===== config.mk =====
export PLATFORM = sky130hd
export DESIGN_NAME = move_control_accel
export DESIGN_NICKNAME = d
export VERILOG_FILES = /design/src/rtl/move_control_accel.sv
export SDC_FILE = /design/constraint.sdc
export NUM_CORES = 1
export LEC_CHECK = 0
export CAP_MARGIN = 20
export CORE_MARGIN = 4
export CORE_UTILIZATION = 40
export DETAILED_ROUTE_END_ITERATION = 10
export GPL_ROUTABILITY_DRIVEN = 0
export PLACE_DENSITY = 0.68
export SETUP_SLACK_MARGIN = 0.5
export SLEW_MARGIN = 30
export SYNTH_ARGS = -nofsm -noshare
export SYNTH_HDL_FRONTEND = slang
export SYNTH_SLANG_ARGS = --single-unit
export TNS_END_PERCENT = 5

===== constraint.sdc =====
create_clock -name pixel_clk -period 9.9 [get_ports pixel_clk]
set_input_delay 1.98 -clock pixel_clk [delete_from_list [all_inputs] [get_ports pixel_clk]]
set_output_delay 1.98 -clock pixel_clk [all_outputs]
set_load 0.05 [all_outputs]

===== src/rtl/move_control_accel.sv =====
// move_control_accel: frame-rate cursor/sprite position controller.
// Buttons are synchronised, motion is applied once per frame on the rising
// edge of vs, and the step size ramps from SPEED_MIN up to SPEED_MAX while a
// direction is held. Each axis either clamps or wraps at its bounds.
//
// Handshake: there is no valid/ready pair. The frame tick (rising edge of vs)
// is the only qualifier. All registered outputs change only on the clock edge
// where tick is high and are valid from the following cycle. hit_edge is high
// for exactly that one following cycle.
module move_control_accel #(
    parameter int W            = 11,
    parameter int START_X      = 320,
    parameter int START_Y      = 240,
    parameter int MIN_X        = 30,
    parameter int MAX_X        = 610,
    parameter int MIN_Y        = 30,
    parameter int MAX_Y        = 450,
    parameter int SPD_W        = 4,
    parameter int SPEED_MIN    = 1,
    parameter int SPEED_MAX    = 8,
    parameter int ACCEL_FRAMES = 4,
    parameter int EDGE_MODE    = 0
) (
    input  logic             pixel_clk,
    input  logic             rst_n,
    input  logic             vs,
    input  logic             freeze,
    input  logic             btn_up,
    input  logic             btn_down,
    input  logic             btn_left,
    input  logic             btn_right,
    output logic [W-1:0]     cx,
    output logic [W-1:0]     cy,
    output logic [SPD_W-1:0] speed,
    output logic             moving,
    output logic             hit_edge
);

    // The frame counter only has to reach ACCEL_FRAMES-1.
    localparam int CNT_W = (ACCEL_FRAMES > 1) ? $clog2(ACCEL_FRAMES) : 1;
    localparam logic [CNT_W-1:0] CNT_LAST = CNT_W'(ACCEL_FRAMES - 1);

    localparam logic [SPD_W-1:0] SPD_MIN_V = SPD_W'(SPEED_MIN);
    localparam logic [SPD_W-1:0] SPD_MAX_V = SPD_W'(SPEED_MAX);

    // Bounds widened by one bit so target arithmetic never overflows.
    localparam logic [W:0] X_LO   = (W+1)'(MIN_X);
    localparam logic [W:0] X_HI   = (W+1)'(MAX_X);
    localparam logic [W:0] X_SPAN = (W+1)'(MAX_X - MIN_X + 1);
    localparam logic [W:0] Y_LO   = (W+1)'(MIN_Y);
    localparam logic [W:0] Y_HI   = (W+1)'(MAX_Y);
    localparam logic [W:0] Y_SPAN = (W+1)'(MAX_Y - MIN_Y + 1);

    typedef enum logic [1:0] {
        IDLE   = 2'd0,
        RAMP   = 2'd1,
        CRUISE = 2'd2
    } state_t;

    state_t             state;
    state_t             state_nxt;
    logic [CNT_W-1:0]   cnt;
    logic [CNT_W-1:0]   cnt_nxt;
    logic [SPD_W-1:0]   speed_nxt;
    logic [SPD_W-1:0]   speed_inc;
    logic [W-1:0]       cx_nxt;
    logic [W-1:0]       cy_nxt;
    logic               hit_nxt;

    // Button synchroniser stages, packed as {up, down, left, right}.
    logic [3:0]         btn_s1;
    logic [3:0]         btn_s2;
    logic               vs_d;
    logic               tick;

    logic               x_inc;
    logic               x_dec;
    logic               y_inc;
    logic               y_dec;
    logic               go;
    logic [SPD_W-1:0]   step;
    logic [W:0]         step_e;
    logic [W:0]         x_res;
    logic [W:0]         y_res;

    // One axis update. Returns {hit, new_pos}. The low-bound test is written
    // as pos < lo + s so the subtraction never has to go negative.
    function automatic logic [W:0] axis_next(
        input logic [W-1:0] pos,
        input logic         inc,
        input logic         dec,
        input logic [W:0]   s,
        input logic [W:0]   lo,
        input logic [W:0]   hi,
        input logic [W:0]   span
    );
        logic [W:0]   p;
        logic [W:0]   t;
        logic         hit;
        logic [W-1:0] np;
        p   = {1'b0, pos};
        t   = p + s;
        hit = 1'b0;
        np  = pos;
        if (inc) begin
            if (t > hi) begin
                hit = 1'b1;
                np  = (EDGE_MODE != 0) ? W'(t - span) : W'(hi);
            end else begin
                np  = W'(t);
            end
        end else if (dec) begin
            if (p < lo + s) begin
                hit = 1'b1;
                np  = (EDGE_MODE != 0) ? W'(p + span - s) : W'(lo);
            end else begin
                np  = W'(p - s);
            end
        end
        return {hit, np};
    endfunction

    // Two-flop synchronisers for the asynchronous buttons.
    always_ff @(posedge pixel_clk or negedge rst_n) begin
        if (!rst_n) begin
            btn_s1 <= 4'b0000;
            btn_s2 <= 4'b0000;
        end else begin
            btn_s1 <= {btn_up, btn_down, btn_left, btn_right};
            btn_s2 <= btn_s1;
        end
    end

    // Delayed vs for rising-edge detection; resets high so a vs already
    // high at reset release does not count as a new frame.
    always_ff @(posedge pixel_clk or negedge rst_n) begin
        if (!rst_n) begin
            vs_d <= 1'b1;
        end else begin
            vs_d <= vs;
        end
    end

    assign tick = vs & ~vs_d;

    // Opposing buttons on one axis cancel that axis only.
    assign x_inc = btn_s2[0] & ~btn_s2[1];
    assign x_dec = btn_s2[1] & ~btn_s2[0];
    assign y_inc = btn_s2[2] & ~btn_s2[3];
    assign y_dec = btn_s2[3] & ~btn_s2[2];
    assign go    = (x_inc | x_dec | y_inc | y_dec) & ~freeze;

    assign step   = (state == CRUISE) ? SPD_MAX_V : speed;
    assign step_e = (W+1)'(step);
    assign x_res  = axis_next(cx, x_inc, x_dec, step_e, X_LO, X_HI, X_SPAN);
    assign y_res  = axis_next(cy, y_inc, y_dec, step_e, Y_LO, Y_HI, Y_SPAN);

    assign moving = (state != IDLE);

    // Next-state, ramp and position decisions for the coming frame tick.
    always_comb begin
        state_nxt = state;
        cnt_nxt   = cnt;
        speed_nxt = speed;
        speed_inc = speed + 1'b1;
        cx_nxt    = cx;
        cy_nxt    = cy;
        hit_nxt   = 1'b0;
        if (!go) begin
            state_nxt = IDLE;
            cnt_nxt   = '0;
            speed_nxt = SPD_MIN_V;
        end else begin
            cx_nxt  = x_res[W-1:0];
            cy_nxt  = y_res[W-1:0];
            hit_nxt = x_res[W] | y_res[W];
            case (state)
                IDLE, RAMP: begin
                    if (speed >= SPD_MAX_V) begin
                        // Only reachable when SPEED_MIN == SPEED_MAX.
                        state_nxt = CRUISE;
                    end else if (cnt == CNT_LAST) begin
                        cnt_nxt   = '0;
                        speed_nxt = speed_inc;
                        state_nxt = (speed_inc == SPD_MAX_V) ? CRUISE : RAMP;
                    end else begin
                        cnt_nxt   = cnt + 1'b1;
                        state_nxt = RAMP;
                    end
                end
                CRUISE: begin
                    state_nxt = CRUISE;
                end
                default: begin
                    state_nxt = IDLE;
                end
            endcase
        end
    end

    // FSM state register, advanced once per frame.
    always_ff @(posedge pixel_clk or negedge rst_n) begin
        if (!rst_n) begin
            state <= IDLE;
        end else if (tick) begin
            state <= state_nxt;
        end
    end

    // Position, speed and ramp counter; hit_edge only survives one cycle.
    always_ff @(posedge pixel_clk or negedge rst_n) begin
        if (!rst_n) begin
            cx       <= W'(START_X);
            cy       <= W'(START_Y);
            speed    <= SPD_MIN_V;
            cnt      <= '0;
            hit_edge <= 1'b0;
        end else if (tick) begin
            cx       <= cx_nxt;
            cy       <= cy_nxt;
            speed    <= speed_nxt;
            cnt      <= cnt_nxt;
            hit_edge <= hit_nxt;
        end else begin
            hit_edge <= 1'b0;
        end
    end

endmodule


==> flow_summary.toml <==
[clocking]
root_buffer = "clkbuf_8"
clk_pin_slew_ns = 0.08
clock-sinks = 40
clock_latency_ns = 0.30
cts_hold_buf = 0
postCtsResizedCells = 0
cts_buffers = 5
postCtsSetupRepairBufs = 0
clock_path_buffers = 2
cts_tree = "built"
htreeDepth = 2

[critical_path]
worstRegToRegCells = 12
crit_type = "input pin to flip-flop"
worstPathMaxFanout = 14
arrival_ns = 4.01
worst_r2r_endpoint = "cx[2]$_DFFE_PN0P_"
timing.rr.start = "speed[0]$_DFFE_PN1P_"
r2r_setup_slack_ns = 6.15
critPathCaptureType = "flip-flop"
worstPathRequired_ns = 10.07
cp-start-kind = "input pin"

[final_layout]
final_common_cell = "nor2_1"
fin_nets = 474
seq_area_um2 = 1010
syn_to_final_growth_pct = 16.7
n_fill_cell = 782
fin_cells = 532
multiInputGateArea_um2 = 2190
n_antenna_cell = 0
layout_common_cells = "nor2_1 (37), ha_1 (35), clkdlybuf4s50_1 (34), dfrtp_1 (32), inv_1 (31)"
drive_gt1_share_pct = 6.56
final_util_pct = 48.1

[grt]
grt_max_degree = 41
antenna_found_initial = 0
grt-ovfl-total = 0
grt_pass1_wl_um = 14500
grt_usage_pct = 17.6
grt_pass1_vias = 2966

[logic_synthesis]
syn-cell-area_um2 = 3390
synth_top_area_cell = "dfrtp_1"
synth_compound_area_share_pct = 25.5
yosysTopAreaCellShare_pct = 23.7
ys_types = 66
synth_xor_area_share_pct = 2.07
synth_fa_ha_area_share_pct = 15.9
ys_seq_area_share_pct = 29.9
ys.flop_type = "dfrtp_1"
synth_top_family_by_area = "compound AO/OA/AOI/OAI gates"
synth_edf_count = 0
yosys_register_bits = 40
async_flop_share_pct = 100
synthSimpleGateAreaFrac_pct = 20.4
synth_warnings = 0
synth.area.top_cells = "dfrtp_1 (24%), ha_1 (13%), dfstp_2 (6.2%)"
synth_nets = 446
syn_inst = 398
synth_mux_area_share_pct = 0.887
synth.avg_cell_area_um2 = 8.51

[timing]
fin_setup_tns_ns = 0
fmax_mhz = 260
period_minus_slack_ns = 3.84
hold_viol_final = 0
slew_headroom_pct = 58.4
worst_pin_slew_ns = 0.622
rsz0062_at_grt = "false"
final.setup_skew_ns = 0.0132
period_share_pct = 38.8
setup_viol = 0
maxSlewViolCount = 0

[floorplan]
initial_utilization_pct = 41.2
core.rowCount = 33
die_w_um = 100
die_h_um = 100
core_area_um2 = 8220
ios = 36
die-area_um2 = 10000

[placed_design]
hpwl_um = 6230
dp.cells = 524
place.port_buffers = 35

[power]
pwr-share-seq_pct = 28.4
vdd_drop_max_mv = 0.0968
switchingPower_mw = 0.540
clock_power_share_pct = 14.8
powerDensity_nw_per_um2 = 277
p_int_mw = 0.557
total_power_mw = 1.10
power.leakage_nw = 1.66
swShare_pct = 49.2
p_comb_share_pct = 56.7

[routing]
drtIter0Drc = 234
drc = 0
wl_per_cell_um = 16.0
drt-total-wl_um = 8520
dr.pass1.iters = 5
dr_total_vias = 3105
viasPerCell = 5.84
drtAntennaViolNets = 0

[min_path]
min_to = "btn_s2[3]$_DFF_PN0_"
hold_path_class = "flip-flop to flip-flop"
whs_path_depth = 0
hp-start = "btn_s1[3]$_DFF_PN0_"

[flow_run]
drv_cap = 0

[run_status]
outcome = "finished, final reports clean"
Yosys cell counts, types with 3 or more instances:
master	n
o32ai_1	3
o211ai_1	4
dfstp_2	8
o31ai_1	3
a2111oi_0	3
a31oi_1	4
nand2b_1	6
nor3_1	19
nor2b_1	10
o21ai_0	27
a211oi_1	5
ha_1	35
o22ai_1	5
or3_1	7
a311oi_1	4
xor2_1	4
xnor2_1	4
a21o_1	5
nor2_1	37
inv_1	31
nand3_1	9
mux2i_1	3
a21oi_1	27
clkbuf_1	16
o31a_1	3
dfrtp_1	32
o21bai_1	3
nand4_1	3
fa_1	5
nand2_1	25
layer usage:
metal / up-vias / routed length (um) / GRT usage, % / part of all wire [%]
met2: 84 / 4070 / 28.1 / 48
li1: 1518 / - / - / -
met4: 0 / 63 / 4.04 / 0.74
met3: 5 / 353 / 3.41 / 4.1
met5: - / 0 / 0 / 0
met1: 1498 / 4030 / 24.8 / 47
per-stage QoR:
stage / cell area, um2 / hold slack [ns] / worst slack [ns]
finish: 3950 / 0.353 / 6.06
floorplan: 3390 / 0.331 / 6.53
global route: 3950 / 0.368 / 5.80
detailed placement: 3820 / 0.336 / 5.85
global placement: 3820 / 0.334 / 5.94
CTS: 3950 / 0.356 / 6.06
cell families after synthesis:
| family | after synthesis |
|---|---|
| simple gates | 135 |
| compound gates | 124 |
| fa+ha+maj | 40 |
| buf+inv | 48 |
| flops | 40 |
| xor+xnor | 8 |
| mux | 3 |
cell type report:
| cell class | count | area share (%) |
|---|---|---|
| repair buffers | 37 | 9.18 |
| multi-input cells | 310 | 55.5 |
| inverters | 32 | 3.04 |
| clock buffers | 6 | 1.84 |
| clock inverters | 2 | 1.52 |
| well taps | 105 | 3.32 |
| flip-flops and latches | 40 | 25.6 |
how the worst max path moves through the flow:
stage | start | end | slack [ns]
3_3_place_gp | vs | cy[2]$_DFFE_PN0P_ | 5.94
4_1_cts | cy[4]$_DFFE_PN1P_ | cy[4] | 6.06
3_5_place_dp | vs | cy[2]$_DFFE_PN0P_ | 5.85
6_report | vs | cy[2]$_DFFE_PN0P_ | 6.06
5_1_grt | state[1]$_DFFE_PN0P_ | cx[1]$_DFFE_PN0P_ | 5.80
2_1_floorplan | vs | cy[2]$_DFFE_PN0P_ | 6.53
worst max-delay path: stages:
cell and delay [ns]:
clkdlybuf4s50_1 0.48, nand2b_1 0.21, nor3_1 0.24, buf_4 0.23, o21ai_0 0.23, a2111oi_0 0.55, nor3_1 0.09
power by group through the flow:
stage	combinational (mW)	clock (mW)	sequential (mW)
finish	0.622	0.163	0.312
global route	0.681	0.174	0.326
CTS	0.620	0.165	0.311
detailed placement	0.616	0	0.314
global placement	0.608	0	0.311
floorplan	0.353	0	0.399
registers in the layout (all words and copies together) (netlist names):
register,flops
speed,4
vs_d,1
hit_edge,1
state,2
cnt,2
btn_s2,4
cy,11
btn_s1,4
cx,11
No activity file was read; power rests on OpenSTA's default activity.
